===== config.mk =====
export PLATFORM = sky130hd
export DESIGN_NAME = mem_arbiter_rr
export DESIGN_NICKNAME = d
export VERILOG_FILES = /design/src/rtl/mem_arbiter_rr.sv
export SDC_FILE = /design/constraint.sdc
export NUM_CORES = 1
export LEC_CHECK = 0
export ABC_CLOCK_PERIOD_IN_PS = 5410
export CORE_UTILIZATION = 30
export DETAILED_ROUTE_END_ITERATION = 8
export HOLD_SLACK_MARGIN = 0.05
export SLEW_MARGIN = 5
export SYNTH_ARGS = -nofsm -noshare
export SYNTH_HDL_FRONTEND = slang
export SYNTH_SLANG_ARGS = --single-unit

===== constraint.sdc =====
create_clock -name clk -period 5.41 [get_ports clk]
set_input_delay 1.082 -clock clk [delete_from_list [all_inputs] [get_ports clk]]
set_output_delay 1.082 -clock clk [all_outputs]
set_load 0.1 [all_outputs]

===== src/rtl/mem_arbiter_rr.sv =====
// mem_arbiter_rr
// Round-robin arbiter between NUM_PORTS memory requesters and the ROM, RAM
// and IO targets. Each target owns an independent IDLE/BUSY FSM and its own
// round-robin pointer, so requests that decode to different targets are
// serviced at the same time. Misaligned, illegal-width and ROM-write requests
// are answered locally one cycle after they are sampled and never reach a
// target.
//
// State | meaning
// ------+--------------------------------------------------------------
// IDLE  | target free; all target outputs 0; searching for an eligible port
// BUSY  | request latched and driven with sel=1; waiting for finish_In
//
// Ports
//   clk, rst                 clock, synchronous active-high reset
//   p_addr_In/p_data_In      per-port address / write data, 32 bits each
//   p_dataWidth_In           per-port width (00 byte, 01 half, 10 word)
//   p_isRead_In, p_valid_In  per-port direction and request valid
//   p_ok_Out                 per-port one-cycle completion pulse
//   p_data_Out               per-port read data, held until next completion
//   p_exception_Out          per-port completion status
//   rom_*/ram_*/io_*         target request outputs and response inputs
module mem_arbiter_rr #(
    parameter int NUM_PORTS = 2,
    parameter int EXC_W     = 4,
    parameter logic [EXC_W-1:0] EXC_OK = 0,
    parameter logic [EXC_W-1:0] EXC_RD = 4,
    parameter logic [EXC_W-1:0] EXC_WR = 6
) (
    input  logic                       clk,
    input  logic                       rst,
    input  logic [32*NUM_PORTS-1:0]    p_addr_In,
    input  logic [32*NUM_PORTS-1:0]    p_data_In,
    input  logic [2*NUM_PORTS-1:0]     p_dataWidth_In,
    input  logic [NUM_PORTS-1:0]       p_isRead_In,
    input  logic [NUM_PORTS-1:0]       p_valid_In,
    output logic [NUM_PORTS-1:0]       p_ok_Out,
    output logic [32*NUM_PORTS-1:0]    p_data_Out,
    output logic [EXC_W*NUM_PORTS-1:0] p_exception_Out,
    output logic [31:0]                rom_addr_Out,
    output logic [1:0]                 rom_width_Out,
    output logic                       rom_sel_Out,
    input  logic                       rom_finish_In,
    input  logic [31:0]                rom_data_In,
    input  logic [EXC_W-1:0]           rom_exc_In,
    output logic [31:0]                ram_addr_Out,
    output logic [31:0]                ram_data_Out,
    output logic [1:0]                 ram_width_Out,
    output logic                       ram_isRead_Out,
    output logic                       ram_sel_Out,
    input  logic                       ram_finish_In,
    input  logic [31:0]                ram_data_In,
    input  logic [EXC_W-1:0]           ram_exc_In,
    output logic [31:0]                io_addr_Out,
    output logic [31:0]                io_data_Out,
    output logic [1:0]                 io_width_Out,
    output logic                       io_isRead_Out,
    output logic                       io_sel_Out,
    input  logic                       io_finish_In,
    input  logic [31:0]                io_data_In,
    input  logic [EXC_W-1:0]           io_exc_In
);

    localparam int IDX_W = (NUM_PORTS > 1) ? $clog2(NUM_PORTS) : 1;
    localparam int NT    = 3;
    localparam logic [1:0] T_ROM = 2'd0;
    localparam logic [1:0] T_RAM = 2'd1;
    localparam logic [1:0] T_IO  = 2'd2;

    typedef enum logic {S_IDLE, S_BUSY} state_t;

    state_t             state_q [NT];
    state_t             state_d [NT];
    logic [IDX_W-1:0]   port_q  [NT];
    logic [IDX_W-1:0]   port_d  [NT];
    logic [IDX_W-1:0]   last_q  [NT];
    logic [IDX_W-1:0]   last_d  [NT];
    logic [31:0]        addr_q  [NT];
    logic [31:0]        addr_d  [NT];
    logic [31:0]        data_q  [NT];
    logic [31:0]        data_d  [NT];
    logic [1:0]         width_q [NT];
    logic [1:0]         width_d [NT];
    logic               rd_q    [NT];
    logic               rd_d    [NT];

    logic [NT-1:0]      fin;
    logic [31:0]        fdata   [NT];
    logic [EXC_W-1:0]   fexc    [NT];

    logic [1:0]         tgt     [NUM_PORTS];
    logic [31:0]        fwd     [NUM_PORTS];
    logic [NUM_PORTS-1:0] lerr;
    logic [NUM_PORTS-1:0] elig  [NT];

    logic [NUM_PORTS-1:0]       ok_d;
    logic [32*NUM_PORTS-1:0]    rdata_d;
    logic [EXC_W*NUM_PORTS-1:0] exc_d;

    logic               hit;
    logic [IDX_W-1:0]   pick;
    logic [IDX_W-1:0]   cand;

    assign fin      = {io_finish_In, ram_finish_In, rom_finish_In};
    assign fdata[0] = rom_data_In;
    assign fdata[1] = ram_data_In;
    assign fdata[2] = io_data_In;
    assign fexc[0]  = rom_exc_In;
    assign fexc[1]  = ram_exc_In;
    assign fexc[2]  = io_exc_In;

    // Address decode, forwarded address and local error check per port.
    // Ports showing ok this cycle are still holding their finished request,
    // so they are masked from both the target and the local-error paths.
    always_comb begin
        for (int i = 0; i < NUM_PORTS; i++) begin
            tgt[i] = T_ROM;
            fwd[i] = {2'b00, p_addr_In[32*i +: 30]};
            case (p_addr_In[32*i+30 +: 2])
                2'b00: tgt[i] = T_ROM;
                2'b01: tgt[i] = T_RAM;
                2'b10: begin
                    tgt[i] = T_RAM;
                    fwd[i] = {2'b01, p_addr_In[32*i +: 30]};
                end
                default: tgt[i] = T_IO;
            endcase
            lerr[i] = (p_dataWidth_In[2*i +: 2] == 2'b11)
                   || ((p_dataWidth_In[2*i +: 2] == 2'b01) && p_addr_In[32*i])
                   || ((p_dataWidth_In[2*i +: 2] == 2'b10) && (p_addr_In[32*i +: 2] != 2'b00))
                   || (!p_isRead_In[i] && (tgt[i] == T_ROM));
        end
        for (int t = 0; t < NT; t++) begin
            for (int i = 0; i < NUM_PORTS; i++) begin
                elig[t][i] = p_valid_In[i] && !lerr[i] && !p_ok_Out[i] && (tgt[i] == 2'(t));
            end
        end
    end

    always_comb begin : next_state
        ok_d    = '0;
        rdata_d = p_data_Out;
        exc_d   = p_exception_Out;
        hit     = 1'b0;
        pick    = '0;
        cand    = '0;
        for (int t = 0; t < NT; t++) begin
            state_d[t] = state_q[t];
            port_d[t]  = port_q[t];
            last_d[t]  = last_q[t];
            addr_d[t]  = addr_q[t];
            data_d[t]  = data_q[t];
            width_d[t] = width_q[t];
            rd_d[t]    = rd_q[t];
        end

        for (int i = 0; i < NUM_PORTS; i++) begin
            if (p_valid_In[i] && lerr[i] && !p_ok_Out[i]) begin
                ok_d[i]                   = 1'b1;
                rdata_d[32*i +: 32]       = '0;
                exc_d[EXC_W*i +: EXC_W]   = p_isRead_In[i] ? EXC_RD : EXC_WR;
            end
        end

        for (int t = 0; t < NT; t++) begin
            case (state_q[t])
                S_IDLE: begin
                    hit  = 1'b0;
                    pick = '0;
                    for (int k = 1; k <= NUM_PORTS; k++) begin
                        cand = IDX_W'((int'(last_q[t]) + k) % NUM_PORTS);
                        if (!hit && elig[t][cand]) begin
                            hit  = 1'b1;
                            pick = cand;
                        end
                    end
                    if (hit) begin
                        state_d[t] = S_BUSY;
                        port_d[t]  = pick;
                        last_d[t]  = pick;
                        addr_d[t]  = fwd[pick];
                        data_d[t]  = p_data_In[32*pick +: 32];
                        width_d[t] = p_dataWidth_In[2*pick +: 2];
                        rd_d[t]    = p_isRead_In[pick];
                    end
                end
                S_BUSY: begin
                    if (fin[t]) begin
                        state_d[t]                           = S_IDLE;
                        ok_d[port_q[t]]                      = 1'b1;
                        rdata_d[32*port_q[t] +: 32]          = fdata[t];
                        exc_d[EXC_W*port_q[t] +: EXC_W]      = fexc[t];
                    end
                end
                default: state_d[t] = S_IDLE;
            endcase
        end
    end

    always_ff @(posedge clk) begin
        if (rst) begin
            p_ok_Out   <= '0;
            p_data_Out <= '0;
            for (int i = 0; i < NUM_PORTS; i++) begin
                p_exception_Out[EXC_W*i +: EXC_W] <= EXC_OK;
            end
            for (int t = 0; t < NT; t++) begin
                state_q[t] <= S_IDLE;
                port_q[t]  <= '0;
                last_q[t]  <= '0;
                addr_q[t]  <= '0;
                data_q[t]  <= '0;
                width_q[t] <= '0;
                rd_q[t]    <= 1'b0;
            end
        end else begin
            p_ok_Out        <= ok_d;
            p_data_Out      <= rdata_d;
            p_exception_Out <= exc_d;
            for (int t = 0; t < NT; t++) begin
                state_q[t] <= state_d[t];
                port_q[t]  <= port_d[t];
                last_q[t]  <= last_d[t];
                addr_q[t]  <= addr_d[t];
                data_q[t]  <= data_d[t];
                width_q[t] <= width_d[t];
                rd_q[t]    <= rd_d[t];
            end
        end
    end

    // Latched request registers are only visible while BUSY.
    assign rom_sel_Out    = (state_q[0] == S_BUSY);
    assign rom_addr_Out   = rom_sel_Out ? addr_q[0]  : '0;
    assign rom_width_Out  = rom_sel_Out ? width_q[0] : '0;

    assign ram_sel_Out    = (state_q[1] == S_BUSY);
    assign ram_addr_Out   = ram_sel_Out ? addr_q[1]  : '0;
    assign ram_data_Out   = ram_sel_Out ? data_q[1]  : '0;
    assign ram_width_Out  = ram_sel_Out ? width_q[1] : '0;
    assign ram_isRead_Out = ram_sel_Out && rd_q[1];

    assign io_sel_Out     = (state_q[2] == S_BUSY);
    assign io_addr_Out    = io_sel_Out ? addr_q[2]  : '0;
    assign io_data_Out    = io_sel_Out ? data_q[2]  : '0;
    assign io_width_Out   = io_sel_Out ? width_q[2] : '0;
    assign io_isRead_Out  = io_sel_Out && rd_q[2];

endmodule


==> impl_metrics.toml <==
[die]
fp.dieArea_um2 = 43800
ios = 494
die_y_um = 209
coreArea_um2 = 42100
rows = 75
die_x_um = 209
start_util_pct = 30.6

[place]
numPortBuffers = 490
pre_cts_slack_ns = 1.17
gp_congestion = 0.874
dp_hpwl_mm = 36.9

[drt]
drt-initial-drc-count = 814
routed_via_density = 5.20
drtAntennaViolNets = 0
drt_first_pass_iters = 8
vias = 13900
routedWlPerCell_um = 20.1
wirelength_mm = 53.5
drc = 0

[timing]
min_period_ns = 4.43
fmax_mhz = 226
finalCritPeriodShare_pct = 81.9
tightestPinTransition_ns = 1.10
rsz0062_at_grt = "no"
hold_viol_final = 0
slew_headroom_pct = 26.5
drv_slew = 0
skew_ns = 0.00865
setup_violations = 0
setup_ws_ns = 0.977
whs_ns = 0.475
setup-tns-final_ns = 0

[cts]
numClockSinks = 245
cts_tree = "yes"
holdBufCountCts = 0
htree_levels = 1
cts_root_buffer = "clkbuf_16"
cts_buffers = 30
cts.path.max_buffers = 3
clk_pin_slew_ns = 0.06
cts_resized = 0
clk_latency_ns = 0.56
post_cts_buffers = 0

[synthesis]
synthFlopType = "dfxtp_1"
synth-warning-count = 0
synth_top_area_cell = "dfxtp_1"
yosys.area.top_type_share_pct = 27.8
ys_top_cells_by_count = "nand2_1, dfxtp_1, nor2_1"
synthCells = 1699
yosys_register_bits = 245
synth-edff-count = 66
synth_top_cells_by_area = "dfxtp_1, edfxtp_1, nand2_1"
synth_most_common_cell = "nand2_1"
synth_area_um2 = 12900
synth_cell_types = 45
ys_seq_area_share_pct = 43.1
ys_async_sr_fraction_pct = 0
syn_area_per_cell_um2 = 7.59

[critical_path]
r2r-end = "p_data_Out[23]$_SDFF_PP0_"
cp-startpoint = "state_q[0][2]$_SDFF_PP0_"
cp_max_fo = 51
cp.arrival_ns = 3.35
ff2ff_path_depth = 8
timing.reg2reg.setup_slack_ns = 2.48
r2r-start = "state_q[0][0]$_SDFF_PP0_"
worstSetupEndpoint = "io_data_Out[31]"
startpoint_type = "flip-flop"
cp.required_ns = 4.33
cp-end-kind = "primary output"
critical_path_class = "reg -> out"

[global_route]
grt.overflow.total = 0
antenna_found_initial = 5
first_global_vias = 13500
grt.total_usage_pct = 23.5
grt_pass1_wl_mm = 80.8
grt_start_max_net_pins = 79

[finish]
drive_gt1_share_pct = 5.28
final_nets = 2351
finish.utilization_pct = 45.5
area_growth_pct = 48.7
n_fill_cell = 4224

[power]
irDropWorstVdd_v = 0.000204
power.density_nw_per_um2 = 280
power.leakage_nw = 6.98
p_total_w = 0.00536

[worst_hold_path]
min_path_type = "reg -> reg"

[outcome]
outcome = "finished, final reports clean"

[run]
cap_violations = 0
final cells by class:
type | instances | area (um2) | share of cell area (%)
inverters | 11 | 41.3 | 0.215
flip-flops and latches | 245 | 5570 | 29.0
well taps | 539 | 674 | 3.52
clock buffers | 45 | 878 | 4.58
diodes | 6 | 15.0 | 0.0783
repair buffers | 514 | 5100 | 26.6
multi-input cells | 1294 | 6780 | 35.3
clock inverters | 11 | 128 | 0.665
metal layers:
metal,global-route usage [%],vias up,part of all wire (%)
met1,28.4,6539,40
met4,7.71,2,3.2
met2,40.4,614,48
li1,-,6609,-
met3,6.27,93,8.9
met5,0,-,0.032
per-stage QoR:
step,cells,cell area (um2)
after floorplan,1701,12900
after global placement,2603,18200
after detailed placement,2603,18200
after CTS,2659,19200
after global routing,2662,19200
final,2665,19200
worst min path at each step:
stage	from	end	slack, ns	depth (start not counted)
floorplan	addr_q[0][19]$_SDFFE_PP0P_	addr_q[0][19]$_SDFFE_PP0P_	0.47	2
global placement	p_exception_Out[7]$_SDFF_PP0_	p_exception_Out[7]$_SDFF_PP0_	0.47	2
detailed placement	p_data_Out[63]$_SDFF_PP0_	p_data_Out[63]$_SDFF_PP0_	0.48	2
CTS	p_data_Out[63]$_SDFF_PP0_	p_data_Out[63]$_SDFF_PP0_	0.48	2
global route	p_exception_Out[4]$_SDFF_PP0_	p_exception_Out[4]$_SDFF_PP0_	0.51	2
finish	p_data_Out[63]$_SDFF_PP0_	p_data_Out[63]$_SDFF_PP0_	0.47	2
power breakdown:
group | internal (W) | switching (W) | total [W] | leakage [nW]
logic | 0.000397 | 0.000814 | 0.00121 | 4.34
clock network | 0.00125 | 0.000817 | 0.00207 | 0.498
registers | 0.00202 | 0.0000645 | 0.00208 | 2.14
total | 0.00367 | 0.00170 | 0.00536 | 6.98
cells by family (layout without fill, tap and decap cells):
group | Yosys count | after routing | share of synthesized area [%]
simple gates | 870 | 870 | 29.1
compound gates | 415 | 415 | 21.7
flops | 245 | 245 | 43.1
buf+inv | 162 | 581 | 5.47
fa+ha+maj | 6 | 6 | 0.582
other cells | 1 | 9 | 0.0291
critical path: stages (launching register included):
cell and delay [ns]:
dfxtp_2 1.00, buf_4 0.39, and2_1 0.21, clkdlybuf4s50_1 1.14
state kept, by name (all words and copies together) (netlist names):
signal / count
p_exception_Out: 8
width_q: 6
rd_q: 2
port_q: 1
addr_q: 93
last_q: 2
state_q: 3
data_q: 64
p_ok_Out: 2
p_data_Out: 64
cell usage in the layout (no fill, tap or decap), types with 7 or more instances in the layout:
cell type / instances
a211oi_1: 7
a21oi_1: 138
a221oi_1: 34
a311oi_1: 83
a311oi_2: 17
and2_1: 165
buf_4: 23
clkbuf_1: 9
clkbuf_16: 31
clkdlybuf4s50_1: 489
dfxtp_1: 177
edfxtp_1: 66
inv_1: 11
nand2_1: 496
nor2_1: 172
nor3_1: 7
o21ai_0: 98
No activity file was read; power rests on OpenSTA's default activity.
